**src/rtl/uart_cmd_link.sv**
```systemverilog
// uart_cmd_link: host-side 8N1 UART front end for the DSO core.
//   Collects three received bytes into a 24-bit command (cmd_rdy/clr_cmd_rdy
//   handshake) and transmits single response bytes (trmt/tx_done handshake).
//   RX and TX run independently (full duplex).
//
// Ports:
//   clk, rst        system clock, synchronous active-high reset
//   RX              asynchronous serial input, idle high
//   cmd[23:0]       assembled command, first byte in [23:16]
//   cmd_rdy         complete command valid
//   clr_cmd_rdy     consumer acknowledge, clears cmd_rdy
//   tx_data[7:0]    response byte, captured on trmt
//   trmt            one-cycle send request (ignored while tx_busy)
//   TX              serial output, idle high
//   tx_done         sticky, set when the stop bit has completed
//   tx_busy         transmitter active
//   frame_err       one-cycle pulse, received stop bit was 0
//   overrun         one-cycle pulse, byte dropped while cmd_rdy was high
//
// Optional feature: define UART_CMD_TIMEOUT_EN to discard a partial command
// after TIMEOUT_CLKS idle cycles between bytes.
module uart_cmd_link #(
    parameter int unsigned BAUD_DIV     = 347,
    parameter logic [19:0] TIMEOUT_CLKS = 20'd400000
) (
    input  logic        clk,
    input  logic        rst,
    input  logic        RX,
    output logic [23:0] cmd,
    output logic        cmd_rdy,
    input  logic        clr_cmd_rdy,
    input  logic [7:0]  tx_data,
    input  logic        trmt,
    output logic        TX,
    output logic        tx_done,
    output logic        tx_busy,
    output logic        frame_err,
    output logic        overrun
);

    localparam int unsigned     CNT_W     = $clog2(BAUD_DIV);
    localparam logic [CNT_W-1:0] FULL_LOAD = CNT_W'(BAUD_DIV - 1);
    localparam logic [CNT_W-1:0] HALF_LOAD = CNT_W'(BAUD_DIV / 2 - 1);

    typedef enum logic [1:0] {RX_IDLE, RX_START, RX_DATA, RX_STOP} rx_state_t;
    typedef enum logic {TX_IDLE, TX_XMIT} tx_state_t;

    // ------------------------------------------------------------------
    // RX synchronizer
    // ------------------------------------------------------------------
    logic rx_meta;
    logic rx_sync;

    always_ff @(posedge clk) begin
        if (rst) begin
            rx_meta <= 1'b1;
            rx_sync <= 1'b1;
        end else begin
            rx_meta <= RX;
            rx_sync <= rx_meta;
        end
    end

    // ------------------------------------------------------------------
    // RX FSM
    // ------------------------------------------------------------------
    rx_state_t        rx_state;
    rx_state_t        rx_state_nxt;
    logic [CNT_W-1:0] rx_cnt;
    logic [2:0]       rx_bit;
    logic [7:0]       rx_shift;
    logic             rx_wait;          // bad stop bit seen, waiting for line high
    logic             rx_load_half_c;
    logic             rx_load_full_c;
    logic             rx_shift_c;
    logic             rx_byte_ok_c;
    logic             rx_frame_bad_c;

    // Next state and per-cycle strobes
    always_comb begin
        rx_state_nxt   = rx_state;
        rx_load_half_c = 1'b0;
        rx_load_full_c = 1'b0;
        rx_shift_c     = 1'b0;
        rx_byte_ok_c   = 1'b0;
        rx_frame_bad_c = 1'b0;
        case (rx_state)
            RX_IDLE: begin
                if (!rx_sync) begin
                    rx_load_half_c = 1'b1;
                    rx_state_nxt   = RX_START;
                end
            end
            RX_START: begin
                // Mid-start-bit re-check rejects glitches
                if (rx_cnt == '0) begin
                    if (rx_sync) begin
                        rx_state_nxt = RX_IDLE;
                    end else begin
                        rx_load_full_c = 1'b1;
                        rx_state_nxt   = RX_DATA;
                    end
                end
            end
            RX_DATA: begin
                if (rx_cnt == '0) begin
                    rx_shift_c     = 1'b1;
                    rx_load_full_c = 1'b1;
                    if (rx_bit == 3'd7) begin
                        rx_state_nxt = RX_STOP;
                    end
                end
            end
            RX_STOP: begin
                if (rx_wait) begin
                    if (rx_sync) begin
                        rx_state_nxt = RX_IDLE;
                    end
                end else if (rx_cnt == '0) begin
                    if (rx_sync) begin
                        rx_byte_ok_c = 1'b1;
                        rx_state_nxt = RX_IDLE;
                    end else begin
                        rx_frame_bad_c = 1'b1;
                    end
                end
            end
            default: rx_state_nxt = RX_IDLE;
        endcase
    end

    // RX state, baud counter and shift register
    always_ff @(posedge clk) begin
        if (rst) begin
            rx_state <= RX_IDLE;
            rx_cnt   <= '0;
            rx_bit   <= '0;
            rx_shift <= '0;
            rx_wait  <= 1'b0;
        end else begin
            rx_state <= rx_state_nxt;
            if (rx_load_half_c) begin
                rx_cnt <= HALF_LOAD;
            end else if (rx_load_full_c) begin
                rx_cnt <= FULL_LOAD;
            end else if (rx_cnt != '0) begin
                rx_cnt <= rx_cnt - CNT_W'(1);
            end
            if (rx_load_half_c) begin
                rx_bit <= '0;
            end else if (rx_shift_c) begin
                rx_bit <= rx_bit + 3'd1;
            end
            if (rx_shift_c) begin
                rx_shift <= {rx_sync, rx_shift[7:1]};
            end
            if (rx_frame_bad_c) begin
                rx_wait <= 1'b1;
            end else if (rx_state_nxt == RX_IDLE) begin
                rx_wait <= 1'b0;
            end
        end
    end

    // ------------------------------------------------------------------
    // Inter-byte timeout
    // ------------------------------------------------------------------
    logic [1:0] byte_cnt;
    logic       timeout_c;

`ifdef UART_CMD_TIMEOUT_EN
    logic [19:0] gap_cnt;

    assign timeout_c = (rx_state == RX_IDLE) && (byte_cnt != 2'd0)
                       && (gap_cnt == TIMEOUT_CLKS - 20'd1);

    always_ff @(posedge clk) begin
        if (rst) begin
            gap_cnt <= '0;
        end else if (rx_state != RX_IDLE || byte_cnt == 2'd0 || rx_load_half_c || timeout_c) begin
            gap_cnt <= '0;
        end else begin
            gap_cnt <= gap_cnt + 20'd1;
        end
    end
`else
    logic unused_timeout;

    assign timeout_c      = 1'b0;
    assign unused_timeout = ^TIMEOUT_CLKS;
`endif

    // ------------------------------------------------------------------
    // Command assembly and cmd_rdy handshake
    // ------------------------------------------------------------------
    logic cmd_set_c;

    assign cmd_set_c = rx_byte_ok_c && !cmd_rdy && (byte_cnt == 2'd2);

    always_ff @(posedge clk) begin
        if (rst) begin
            cmd       <= '0;
            cmd_rdy   <= 1'b0;
            byte_cnt  <= '0;
            frame_err <= 1'b0;
            overrun   <= 1'b0;
        end else begin
            frame_err <= rx_frame_bad_c;
            overrun   <= rx_byte_ok_c && cmd_rdy;
            if (rx_frame_bad_c) begin
                byte_cnt <= '0;
            end else if (rx_byte_ok_c && !cmd_rdy) begin
                case (byte_cnt)
                    2'd0:    cmd[23:16] <= rx_shift;
                    2'd1:    cmd[15:8]  <= rx_shift;
                    default: cmd[7:0]   <= rx_shift;
                endcase
                byte_cnt <= (byte_cnt == 2'd2) ? 2'd0 : byte_cnt + 2'd1;
            end else if (timeout_c) begin
                byte_cnt <= '0;
            end
            // Set has priority over a same-cycle clear
            if (cmd_set_c) begin
                cmd_rdy <= 1'b1;
            end else if (clr_cmd_rdy) begin
                cmd_rdy <= 1'b0;
            end
        end
    end

    // ------------------------------------------------------------------
    // TX FSM
    // ------------------------------------------------------------------
    tx_state_t        tx_state;
    tx_state_t        tx_state_nxt;
    logic [9:0]       tx_frame;         // bit 0 is the line value
    logic [CNT_W-1:0] tx_cnt;
    logic [3:0]       tx_bit;
    logic             tx_start_c;
    logic             tx_next_c;
    logic             tx_end_c;

    assign TX = tx_frame[0];

    // Next state and per-cycle strobes
    always_comb begin
        tx_state_nxt = tx_state;
        tx_start_c   = 1'b0;
        tx_next_c    = 1'b0;
        tx_end_c     = 1'b0;
        case (tx_state)
            TX_IDLE: begin
                if (trmt) begin
                    tx_start_c   = 1'b1;
                    tx_state_nxt = TX_XMIT;
                end
            end
            TX_XMIT: begin
                if (tx_cnt == '0) begin
                    if (tx_bit == 4'd9) begin
                        tx_end_c     = 1'b1;
                        tx_state_nxt = TX_IDLE;
                    end else begin
                        tx_next_c = 1'b1;
                    end
                end
            end
            default: tx_state_nxt = TX_IDLE;
        endcase
    end

    // TX state, frame shifter and handshake flags
    always_ff @(posedge clk) begin
        if (rst) begin
            tx_state <= TX_IDLE;
            tx_frame <= '1;
            tx_cnt   <= '0;
            tx_bit   <= '0;
            tx_busy  <= 1'b0;
            tx_done  <= 1'b0;
        end else begin
            tx_state <= tx_state_nxt;
            if (tx_start_c) begin
                tx_frame <= {1'b1, tx_data, 1'b0};
                tx_cnt   <= FULL_LOAD;
                tx_bit   <= '0;
                tx_busy  <= 1'b1;
                tx_done  <= 1'b0;
            end else if (tx_next_c) begin
                tx_frame <= {1'b1, tx_frame[9:1]};
                tx_cnt   <= FULL_LOAD;
                tx_bit   <= tx_bit + 4'd1;
            end else if (tx_end_c) begin
                tx_frame <= '1;
                tx_busy  <= 1'b0;
                tx_done  <= 1'b1;
            end else if (tx_cnt != '0) begin
                tx_cnt <= tx_cnt - CNT_W'(1);
            end
        end
    end

endmodule

```
**config.mk**
```make
export PLATFORM = sky130hd
export DESIGN_NAME = uart_cmd_link
export DESIGN_NICKNAME = d
export VERILOG_FILES = /design/src/rtl/uart_cmd_link.sv
export SDC_FILE = /design/constraint.sdc
export NUM_CORES = 1
export LEC_CHECK = 0
export ABC_AREA = 0
export BUFFER_PORTS_ARGS = -buffer_cell sky130_fd_sc_hd__clkbuf_2
export CORE_UTILIZATION = 40
export CTS_CLUSTER_SIZE = 24
export DETAILED_ROUTE_END_ITERATION = 6
export GPL_TIMING_DRIVEN = 0
export SLEW_MARGIN = 0
export SYNTH_ARGS = -nofsm -noshare
export SYNTH_HDL_FRONTEND = slang
export SYNTH_SLANG_ARGS = --single-unit
```
**constraint.sdc**
```tcl
create_clock -name clk -period 4 [get_ports clk]
set_clock_uncertainty 0.1 [all_clocks]
set_input_delay 0.2 -clock clk [delete_from_list [all_inputs] [get_ports clk]]
set_output_delay 0.2 -clock clk [all_outputs]
set_load 0.01 [all_outputs]
```
# Word-level counts from Yosys, hierarchy flattened
# Cells that the tools add are included.
dict set report classes {
  add_sub_neg 5
  n_eq_ne 9
  mux 49
  reduce_logical 31
  n_bitwise 5
}
# operator n
set op_table {}
lappend op_table {{9-bit two-way mux} 9}
lappend op_table {{1-bit two-way mux} 27}
lappend op_table {{9-bit zero test} 2}
lappend op_table {{2-bit two-way mux} 9}
lappend op_table {{9-bit nonzero test} 2}
lappend op_table {{9-bit by 1-bit subtractor with 9-bit output (second input constant)} 2}
lappend op_table {{3-bit AND reduction} 3}
lappend op_table {{3-bit nonzero test} 3}
lappend op_table {{8-bit two-way mux} 1}
lappend op_table {{2-bit case mux with 4 select lines} 1}
lappend op_table {{2-bit AND reduction} 4}
lappend op_table {{2-bit nonzero test} 4}
lappend op_table {{2-bit OR reduction} 4}
lappend op_table {{2-bit == test (second input constant)} 3}
lappend op_table {{2-bit zero test} 3}
lappend op_table {{3-bit OR reduction} 2}
lappend op_table {{1-bit inverter} 5}
lappend op_table {{4-bit by 1-bit adder with 4-bit output (second input constant)} 1}
lappend op_table {{2-bit by 1-bit == test with 1-bit output (second input constant)} 2}
lappend op_table {{4-bit == test (second input constant)} 1}
lappend op_table {{1-bit case mux with 2 select lines} 2}
lappend op_table {{3-bit by 1-bit adder with 3-bit output (second input constant)} 1}
lappend op_table {{3-bit == test (second input constant)} 1}
lappend op_table {{1-bit logical AND} 3}
lappend op_table {{4 further kinds} 4}
dict set report word_totals {
  reg_bits 79
  out_inout_bits 30
  in_bits 13
  wordCells 122
}

# Logic depth before layout (Yosys ltp)
dict set report logic_depth {
  word_depth 7
  mapped_depth 9
}

# Worst setup path after synthesis
# OpenSTA, ideal clock, no wires.
dict set report synth_path {
  kind {register to register}
  from {register rx_state[0]}
  to {register cmd_rdy}
  path_stages_with_launch 8
  slack_ns 1.953
  required_time_ns 3.838
  setup_ns 0.062
  arrival_ns 1.884
  period_less_slack_ns 2.047
  path_cell_list {dfxtp_1 ha_1 nor2b_1 nand2_1 or4b_4 buf_6 a2bb2oi_2 nor2_2}
}
dict set report synth_between {
  elab_chain_cells 5
  elab_cells_between_ends 6
}
# element line
set synth_rtl {}
lappend synth_rtl {{start: declaration} 67} ;# rx_state_t rx_state;
lappend synth_rtl {{start signal: assignment} 141} ;# rx_state <= rx_state_nxt;
lappend synth_rtl {{2-bit == test *} 87} ;# case (rx_state)
lappend synth_rtl {{1-bit two-way mux *} 87}
lappend synth_rtl {{1-bit logical AND * (2 in a row)} 198} ;# assign cmd_set_c = rx_byte_ok_c && !cmd_rdy && (byte_cnt == 2'd2);
lappend synth_rtl {{1-bit two-way mux or 2-bit nonzero test (tied branches)} -}
lappend synth_rtl {{end signal: assignment} 203} ;# cmd_rdy <= 1'b0;
lappend synth_rtl {{end signal: assignment} 224} ;# cmd_rdy <= 1'b1;
lappend synth_rtl {{end signal: assignment} 226} ;# cmd_rdy <= 1'b0;
lappend synth_rtl {{end: declaration} 30} ;# output logic cmd_rdy,
# Mark *: on every way between the ends. The rest lies on a longest branch, timed or not.
# A chain may end at the register's enable or synchronous reset.

# Final worst setup path
dict set report layout_path {
  from {register rx_state[0]}
  to {register cmd[23]}
}
dict set report layout_between {
  elab_chain_cells 4
  elab_cells_between_ends 6
}
# element line
set layout_rtl {}
lappend layout_rtl {{2-bit == test *} 87}
lappend layout_rtl {{1-bit two-way mux} 87}
lappend layout_rtl {{1-bit logical AND or 1-bit inverter (tied branches)} -}
lappend layout_rtl {{3-bit AND reduction (no line) *} -}
lappend layout_rtl {{end signal: assignment} 214} ;# 2'd0: cmd[23:16] <= rx_shift;
lappend layout_rtl {{end: declaration} 29} ;# output logic [23:0] cmd,
# Marks and branches as above.

==> flow_summary_export.csv <==
group,metric,value,unit
worst_setup_path,cp.arrival,2.71,ns
synth,synth_edf_count,0,
synth,ys.flop_type,"dfxtp_1",
placement,io_buffer_count,42,
routing,drt-initial-drc-count,143,
floorplan,start_util,41.6,%
worst_setup_path,timing.rr.start,"rx_state[0]",
finish,layout_common_cells,"dfxtp_1, nand2_1, a21oi_1",
floorplan,num_io_pins,43,
clock_network,max-clock-path-buffers,2,
clock_network,cts_made_buffers,9,
power_and_ir_drop,vdd_drop_max,0.194,mV
worst_hold_path,hold_depth,4,
global_route,grt_pass1_wl,12.7,mm
clock_network,clockRootBuffer,"clkbuf_8",
routing,totalWireLength,7.74,mm
job,cap_violations,0,
worst_setup_path,required,4.18,ns
worst_setup_path,path_max_fanout,8,
clock_network,cts_resized,0,
status,status,"completed",
synth,syn_area_per_cell,8.58,um^2
finish,antennaDiodeCount,0,
worst_setup_path,r2r-end,"cmd[23]",
synth,yosysWarnings,0,
routing,vias_per_cell,5.23,
global_route,grt_usage,18.5,%
finish,area_growth,16.8,%
placement,gp_congestion,0.847,
synth,ys_seq_elements,79,
floorplan,core_area,8260,um^2
synth,synthArstFlopShare,0,%
floorplan,std_cell_rows,33,
clock_network,cts_max_level,3,
clock_network,cts_tree,"built",
floorplan,die_area,8960,um^2
placement,dp_hpwl,5.49,mm
sta,fmax,396,MHz
worst_hold_path,hold_end,"cmd_rdy",
synth,synth.distinct_cells,54,
sta,rsz0062_at_grt,"no",
placement,placed_area,3770,um^2
sta,finalHoldViolCount,0,
worst_setup_path,critPathLaunchType,"register",
clock_network,path_clk_slew,0.09,ns
sta,setup_viol,0,
routing,route.detailed.drc,0,
worst_setup_path,r2r_slack,1.47,ns
power_and_ir_drop,cellLeakagePower,1.66,nW
finish,fin_util,48.6,%
sta,slew_headroom,43.6,%
sta,post-route-period-util,63.2,%
global_route,grt_max_degree,16,
power_and_ir_drop,powerDensity,501,nW/um^2
clock_network,clk_latency,0.36,ns
routing,wl_per_cell,13.7,um
worst_setup_path,critPathKind,"register to register",
worst_hold_path,holdCritPathClass,"input port to register",
global_route,overflow,0,
finish,layout-drive-gt1-share,16.7,%
routing,dr.pass1.iters,4,
finish,final_nets,481,
global_route,grt_pass1_vias,2642,
floorplan,chipWidth,94.6,um
finish,final_area,4010,um^2
synth,syn_nets,425,
sta,min_period,2.53,ns
worst_setup_path,rr_worst_depth,6,
sta,tightest_slew,0.839,ns
synth,syn_area,3430,um^2
worst_setup_path,end_kind,"register",
global_route,antenna_found_initial,0,
power_and_ir_drop,power,2.01,mW
sta,setup_tns,0,ns
synth,syn_inst,400,
finish,final_common_cell,"dfxtp_1",
clock_network,cts_sinks,79,
synth,ys_seq_area_share,46.1,%
worst_hold_path,min-delay-start,"clr_cmd_rdy",
sta,hold_ws,0.0255,ns
routing,ant_nets,0,
sta,drv_slew,0,
routing,dr_total_vias,2959,
floorplan,fp.dieH,94.6,um
worst_setup_path,crit_path_start,"rx_state[0]",
## routing by layer
| layer | track usage [%] | vias up | share of wire, % |
|---|---|---|---|
| li1 | - | 1501 | - |
| met1 | 25.3 | 1365 | 50 |
| met2 | 27.6 | 78 | 43 |
| met3 | 4.51 | 15 | 4.8 |
| met4 | 8.08 | 0 | 2.1 |
| met5 | 0 | - | 0 |
## worst max-delay path, stage by stage, from the launching register on
cell	delay, ns
dfxtp_1	0.44
ha_1	0.22
nor2b_1	0.43
nand2_1	0.24
nor3_1	0.73
nand2_1	0.11
a21oi_1	0.17
## where the power goes
part	leakage, nW	total, mW	switching (mW)	internal, mW
Sequential	0.644	0.926	0.0722	0.853
Clock	0.0940	0.609	0.314	0.295
Combinational	0.919	0.474	0.270	0.205
## through the flow
stage                     setup WS, ns  std cells
after floorplan                   1.95        400
after global placement            1.49        547
after detailed placement          1.52        547
after CTS                         1.49        566
after global routing              1.11        566
final                             1.47        566
## cells in the mapped netlist, types with 2 or more instances
| cell | n | area share [%] |
|---|---|---|
| clkbuf_1 | 11 | 1.2 |
| a211oi_1 | 2 | 0.44 |
| nand4_1 | 2 | 0.36 |
| nand4b_1 | 2 | 0.51 |
| a31oi_1 | 5 | 0.91 |
| nor3_1 | 11 | 1.6 |
| a21oi_1 | 51 | 7.4 |
| or3_1 | 4 | 0.73 |
| ha_1 | 12 | 4.4 |
| nand2_1 | 60 | 6.6 |
| dfxtp_1 | 79 | 46 |
| nor2_1 | 37 | 4.0 |
| and2_1 | 2 | 0.36 |
| xor2_1 | 7 | 1.8 |
| nand3_1 | 27 | 3.9 |
| inv_1 | 11 | 1.2 |
| mux2i_1 | 10 | 2.9 |
| o21ai_0 | 12 | 1.7 |
| or2_2 | 2 | 0.36 |
| nor2b_1 | 4 | 0.73 |
| nor3b_1 | 3 | 0.66 |
| xnor2_1 | 5 | 1.3 |
| o211ai_1 | 7 | 1.5 |
| o31ai_1 | 2 | 0.44 |
| buf_2 | 3 | 0.44 |
## cell type report
class / count / area (um^2)
repair buffers: 45 / 240
plain buffers: 18 / 97.6
fillers: 824 / 4250
clock inverters: 7 / 81.3
flip-flops and latches: 79 / 1580
clock buffers: 9 / 124
well taps: 105 / 131
inverters: 12 / 45.0
multi-input cells: 291 / 1710
## how the worst max path moves through the flow
stage	endpoint	slack [ns]	depth (start not counted)
floorplan	cmd_rdy	1.95	7
global placement	cmd[18]	1.49	6
CTS	cmd[23]	1.49	6
detailed placement	cmd[16]	1.52	6
finish	cmd[23]	1.47	6
global route	cmd[19]	1.11	6
## flip-flops by register name, indices dropped and copies added, names as in the netlist
name and count:
frame_err 1, rx_meta 1, rx_cnt 9, rx_state 2, overrun 1, tx_bit 4
rx_sync 1, byte_cnt 2, rx_wait 1, cmd_rdy 1, tx_done 1, tx_state 1
rx_bit 3, tx_busy 1, cmd 24, tx_frame 9, rx_shift 8, tx_cnt 9
## cell families (layout without fill, tap and decap cells)
logic type,Yosys count,after routing,share of synthesized area [%]
simple gates,171,171,25.1
compound gates,86,86,14.3
flops,79,79,46.1
buf+inv,30,91,4.15
fa+ha+maj,12,12,4.37
xor+xnor,12,12,3.06
mux,10,10,2.92
## timing repair
action | CTS | global route
hold endpoints to repair | 3 | 0
setup buffers | 0 | 0
hold buffers | 3 | 0
Power figures use the tool's default switching activity.
